`src/rtl/fetch_unit_if.sv`:
```
// Instruction-memory request/response bundle between the fetch unit (master)
// and the instruction memory (slave).
interface fetch_unit_if;
   logic        imem_req;
   logic [31:0] imem_addr;
   logic        imem_gnt;
   logic        imem_rvalid;
   logic [31:0] imem_rdata;

   modport master (
      output imem_req,
      output imem_addr,
      input  imem_gnt,
      input  imem_rvalid,
      input  imem_rdata
   );

   modport slave (
      input  imem_req,
      input  imem_addr,
      output imem_gnt,
      output imem_rvalid,
      output imem_rdata
   );
endinterface

```
`src/rtl/fetch_unit.sv`:
```
// Instruction fetch front end: credit-limited in-order requests, a 2-entry
// {pc, instr} buffer and redirect handling that discards stale responses.
module fetch_unit #(
   parameter logic [31:0] RESET_PC = 32'h0000_0000
) (
   input  logic         clk,
   input  logic         rst,
   fetch_unit_if.master imem,
   input  logic         stallF,
   input  logic         redirect,
   input  logic [31:0]  redirect_pc,
   output logic [31:0]  instrF,
   output logic [31:0]  PCF,
   output logic [31:0]  PCplus4F,
   output logic         validF
);

   logic [31:0] fetch_pc_q, fetch_pc_d;
   logic [1:0]  cnt_q, cnt_d;
   logic [1:0]  outst_q, outst_d;
   logic [1:0]  disc_q, disc_d;
   logic        head_q, head_d;

   logic [31:0] buf_pc_q    [2];
   logic [31:0] buf_instr_q [2];

   logic [2:0]  credit_used;
   logic        grant;
   logic        push;
   logic        pop;
   logic        wr_slot;
   logic [31:0] resp_pc;
   logic [31:0] head_pc;

   always_comb begin
      credit_used   = {1'b0, outst_q} + {1'b0, cnt_q};
      imem.imem_req  = rst && (credit_used < 3'd2) && !redirect;
      imem.imem_addr = fetch_pc_q;
      grant         = imem.imem_req && imem.imem_gnt;
      push          = imem.imem_rvalid && (disc_q == 2'd0) && !redirect;
      validF        = (cnt_q != 2'd0) && !redirect;
      pop           = validF && !stallF;
      wr_slot       = head_q ^ cnt_q[0];
      // Once discards are exhausted every in-flight request is consecutive and
      // ends just below fetch_pc, so the oldest one sits outst_q words back.
      resp_pc       = fetch_pc_q - {28'd0, outst_q, 2'b00};
   end

   always_comb begin
      fetch_pc_d = fetch_pc_q;
      outst_d    = outst_q + {1'b0, grant} - {1'b0, imem.imem_rvalid};
      disc_d     = disc_q;
      cnt_d      = cnt_q + {1'b0, push} - {1'b0, pop};
      head_d     = pop ? ~head_q : head_q;

      if (grant)
         fetch_pc_d = fetch_pc_q + 32'd4;
      if (imem.imem_rvalid && (disc_q != 2'd0))
         disc_d = disc_q - 2'd1;

      // Redirect overrides everything; whatever is still in flight afterwards is stale.
      if (redirect) begin
         fetch_pc_d = redirect_pc & 32'hFFFF_FFFC;
         cnt_d      = 2'd0;
         head_d     = 1'b0;
         disc_d     = outst_d;
      end
   end

   always_ff @(posedge clk or negedge rst) begin
      if (!rst) begin
         fetch_pc_q <= RESET_PC;
         cnt_q      <= 2'd0;
         outst_q    <= 2'd0;
         disc_q     <= 2'd0;
         head_q     <= 1'b0;
      end else begin
         fetch_pc_q <= fetch_pc_d;
         cnt_q      <= cnt_d;
         outst_q    <= outst_d;
         disc_q     <= disc_d;
         head_q     <= head_d;
      end
   end

   always_ff @(posedge clk) begin
      if (push) begin
         buf_pc_q[wr_slot]    <= resp_pc;
         buf_instr_q[wr_slot] <= imem.imem_rdata;
      end
   end

   always_comb begin
      head_pc  = buf_pc_q[head_q];
      PCF      = validF ? head_pc                 : 32'h0;
      PCplus4F = validF ? head_pc + 32'd4         : 32'h0;
      instrF   = validF ? buf_instr_q[head_q]     : 32'h0;
   end

   a_credit_bound: assert property (@(posedge clk) disable iff (!rst)
      credit_used <= 3'd2)
      else $error("fetch_unit: outstanding + buffered exceeds 2");

   a_no_stray_resp: assert property (@(posedge clk) disable iff (!rst)
      !(imem.imem_rvalid && (outst_q == 2'd0)))
      else $error("fetch_unit: response with no outstanding request");

   a_no_overflow: assert property (@(posedge clk) disable iff (!rst)
      !(push && (cnt_q == 2'd2) && !pop))
      else $error("fetch_unit: response arrived with a full buffer");

endmodule

```
`src/flat_wrapper.sv`:
```
// flat-port wrapper written by rule: the top's interface ports become plain ports
module fetch_unit_flat 
#(
   parameter logic [31:0] RESET_PC = 32'h0000_0000
)
  (clk, rst, stallF, redirect, redirect_pc, instrF, PCF, PCplus4F, validF, imem_imem_req, imem_imem_addr, imem_imem_gnt, imem_imem_rvalid, imem_imem_rdata);
  fetch_unit_if imem_i ();
  input  logic clk;
  input  logic rst;
  input  logic stallF;
  input  logic redirect;
  input  logic [31:0] redirect_pc;
  output logic [31:0] instrF;
  output logic [31:0] PCF;
  output logic [31:0] PCplus4F;
  output logic validF;
  output wire logic [$bits(imem_i.imem_req)-1:0] imem_imem_req;
  output wire logic [$bits(imem_i.imem_addr)-1:0] imem_imem_addr;
  input wire logic [$bits(imem_i.imem_gnt)-1:0] imem_imem_gnt;
  input wire logic [$bits(imem_i.imem_rvalid)-1:0] imem_imem_rvalid;
  input wire logic [$bits(imem_i.imem_rdata)-1:0] imem_imem_rdata;
  assign imem_imem_req = imem_i.imem_req;
  assign imem_imem_addr = imem_i.imem_addr;
  assign imem_i.imem_gnt = imem_imem_gnt;
  assign imem_i.imem_rvalid = imem_imem_rvalid;
  assign imem_i.imem_rdata = imem_imem_rdata;
  fetch_unit #(.RESET_PC(RESET_PC)) u_core (.clk(clk), .rst(rst), .imem(imem_i), .stallF(stallF), .redirect(redirect), .redirect_pc(redirect_pc), .instrF(instrF), .PCF(PCF), .PCplus4F(PCplus4F), .validF(validF));
endmodule
```
`config.mk`:
```
export PLATFORM = sky130hd
export DESIGN_NAME = fetch_unit_flat
export DESIGN_NICKNAME = d
export VERILOG_FILES = /design/src/rtl/fetch_unit_if.sv /design/src/rtl/fetch_unit.sv /design/src/flat_wrapper.sv
export SDC_FILE = /design/constraint.sdc
export NUM_CORES = 1
export LEC_CHECK = 0
export BUFFER_PORTS_ARGS = -buffer_cell sky130_fd_sc_hd__clkbuf_2
export CAP_MARGIN = 20
export CORE_MARGIN = 4
export CORE_UTILIZATION = 40
export DETAILED_ROUTE_END_ITERATION = 10
export PLACE_DENSITY_LB_ADDON = 0.08
export SLEW_MARGIN = 25
export SYNTH_ARGS = -nofsm -noshare
export SYNTH_HDL_FRONTEND = slang
export SYNTH_SLANG_ARGS = --single-unit
```
`constraint.sdc`:
```
create_clock -name clk -period 8.15 [get_ports clk]
set_input_delay 1.63 -clock clk [delete_from_list [all_inputs] [get_ports clk]]
set_output_delay 1.63 -clock clk [all_outputs]
set_load 0.01 [all_outputs]
```
==> results.toml <==
[place]
gp_congestion = 0.769
dp_hpwl_um = 14500
port_buffers = 191

[pwr]
p_per_area_nw_per_um2 = 240
sw_frac_of_total_pct = 32.4
p_leak_uw = 0.00403
ir_worst_vdd_mv = 0.140
switchingPower_uw = 796
pwr-share-clk_pct = 31.1
p_seq_share_pct = 44.2
p_int_uw = 1660
power_frac_comb_pct = 24.7

[timing]
relSlewSlack_pct = 40.0
timing.final.crit_share_pct = 69.2
finalHoldViolCount = 0
finClkSkew_ns = 0.0111
tightest_slew_ns = 0.900
finalSetupViolCount = 0
tns_ns = 0
slew_violations = 0
clock.fmax_mhz = 177
fin_crit_ns = 5.64
holdWs_ns = 0.598
rsz0062_at_grt = "no"

[setup_path]
cp-end-kind = "primary output"
reg2reg_from = "u_core.cnt_q[0]$_DFF_PN0_"
critical_path.endpoint = "PCplus4F[26]"
critical-path-slowest-cell = "dfrtp_4"
cp_data_required_time_ns = 6.52
startpoint_type = "flip-flop"
worstReg2RegEnd = "u_core.imem.imem_addr[23]$_DFFE_PN0P_"
worst-path-stages = 7
rrSetupSlack_ns = 5.11
cp.arrival_ns = 4.01
path_class = "reg2out"
crit_fanout = 65
crit_start = "u_core.head_q$_DFFE_PN0P_"
reg2reg_depth = 8
cp_num_buf_inv = 2
path_cells = "buf_4 > nand3_1 > a221oi_2 > nand4_1 > a21oi_1 > mux2_1 > clkbuf_2"
cp_top_family = "flip-flops"
slowest_delay_ns = 0.95

[final_layout]
nets = 1016
multi_input_area_sq_um = 3580
diodes = 0
layout-drive-gt1-share_pct = 27.0
layout.cells.most_common = "clkbuf_2"
area_delta_synth_final_pct = 20.5
layout_common_cells = "clkbuf_2 (191), edfxtp_1 (124), nor2_1 (96)"
fill_cells = 2032
regArea_sq_um = 4650

[global_routing]
gr-usage-met1_pct = 24.6
grt-busiest-layer = "met2"
antenna_found_initial = 0
grt_util_met2_pct = 27.3
grt_start_max_net_pins = 80
grt_usage_pct = 17.3
grt_pass1_wl_um = 32700
grt_pass1_vias = 6172
overflow = 0
met3_usage_pct = 3.72

[die]
coreArea_sq_um = 21000
die_x_um = 154
pin_count = 200
die_y_um = 154
die_area_sq_um = 23600
initial_core_util_pct = 40.5
num_rows = 53

[clock_tree]
clk_pin_slew_worst_paths_ns = 0.07
hold_buffers = 0
cts_sinks = 161
h-tree-depth = 4
cts_buffer_depth = 2
root_buffer = "clkbuf_16"
numCtsBuffers = 17
clock_latency_ns = 0.42
ctsResizeCount = 0
postCtsSetupRepairBufs = 0
cts_tree = "done"

[synthesis]
synth_ff_type = "edfxtp_1"
yosys_warnings = 0
synth.top_cell.area_share_pct = 43.9
synth_cell_types = 67
synth_area_leaders = "edfxtp_1 (44%), dfrtp_1 (11%), mux2i_1 (7.1%)"
synth_top_cell_by_area = "edfxtp_1"
synth_area_per_cell_sq_um = 11.2
async_flop_share_pct = 23.0
synth_edf_count = 124
syn_inst = 757
ys_seq_elements = 161
synth_seq_area_share_pct = 54.8
syn-cell-area_sq_um = 8480

[route]
ant_nets = 0
drc_errors = 0
dr.pass1.iters = 5
routed_via_density = 5.05
vias = 6182
wl_um = 20200
first_iter_violations = 303
post_drt_wl_per_cell_um = 16.5

[run]
maxCapViolations = 0

[run_status]
status = "completed"

[min_path]
hold_path_class = "reg2reg"
## power groups by stage
stage / clock network [uW] / logic, uW / registers [uW]
after floorplan: 0 / 440 / 1070
after global routing: 823 / 684 / 1100
final: 763 / 605 / 1080
after global placement: 0 / 609 / 1100
after CTS: 785 / 616 / 1090
after detailed placement: 0 / 612 / 1100
## cell usage after synthesis (6+ instances only)
cell / count
nand4_1: 18
xnor2_1: 23
buf_4: 6
mux2i_1: 60
o21ai_1: 6
clkbuf_1: 22
and2_1: 13
a21oi_1: 14
nor2_1: 96
xor2_1: 41
buf_2: 12
ha_1: 9
o21ai_0: 36
inv_1: 19
edfxtp_1: 124
nand2b_1: 10
nand3_1: 18
dfrtp_1: 37
nor3_1: 18
nor2b_1: 7
or3_1: 9
nand2_1: 67
## worst min-delay path, stage by stage (launching register included)
cell and delay (ns):
dfrtp_1 0.35, a21oi_1 0.06, o21ai_0 0.15
## logic make-up (layout without fill, tap and decap cells)
group           count (synthesis)  in the layout  synth area share [%]
fa+ha+maj                      11             11                  1.80
simple gates                  304            304                  18.9
other cells                     1              6                0.0442
flops                         161            161                  54.8
xor+xnor                       64             64                  6.61
mux                            68             68                  8.14
compound gates                 86             86                  6.31
buf+inv                        62            248                  3.36
## state kept, by name, indices dropped and copies added (netlist names)
signal	flops
u_core.head_q	1
u_core.imem.imem_addr	30
u_core.buf_instr_q	64
u_core.outst_q	2
u_core.cnt_q	2
u_core.disc_q	2
u_core.buf_pc_q	60
## per-layer routing
layer  part of all wire [%]  wire (um)
met5                      0          0
met4                    1.2        245
met3                    5.2       1040
met2                     46       9250
met1                     48       9640
## stage by stage
stage | util, % | instances | setup slack (ns) | power (uW) | instance area [sq um]
2_1_floorplan | - | 762 | 1.16 | 1510 | 8500
3_3_place_gp | 46.1 | 1191 | 2.96 | 1710 | 9650
3_5_place_dp | 46.1 | 1191 | 2.92 | 1720 | 9650
4_1_cts | 48.8 | 1223 | 2.46 | 2490 | 10200
5_1_grt | 48.8 | 1223 | 2.07 | 2610 | 10200
6_report | 48.8 | 1223 | 2.51 | 2450 | 10200
## area by class of cell
class                   instances  area share [%]
clock inverters                13            1.09
flip-flops and latches        161            45.5
inverters                      19           0.698
well taps                     275            3.37
clock buffers                  19            4.45
multi-input cells             539            35.1
repair buffers                197            9.80
## how the worst min path moves through the flow
stage | start | to | slack [ns] | depth (start not counted)
after floorplan | u_core.disc_q[1]$_DFFE_PN0P_ | u_core.disc_q[1]$_DFFE_PN0P_ | 0.52 | 2
after global routing | u_core.imem.imem_addr[31]$_DFFE_PN0P_ | u_core.imem.imem_addr[31]$_DFFE_PN0P_ | 0.65 | 2
final | u_core.disc_q[1]$_DFFE_PN0P_ | u_core.disc_q[1]$_DFFE_PN0P_ | 0.60 | 2
after global placement | u_core.disc_q[1]$_DFFE_PN0P_ | u_core.disc_q[1]$_DFFE_PN0P_ | 0.56 | 2
after detailed placement | u_core.disc_q[1]$_DFFE_PN0P_ | u_core.disc_q[1]$_DFFE_PN0P_ | 0.57 | 2
after CTS | u_core.disc_q[1]$_DFFE_PN0P_ | u_core.disc_q[1]$_DFFE_PN0P_ | 0.61 | 2
Note: power is estimated with default switching activity, not from simulation.
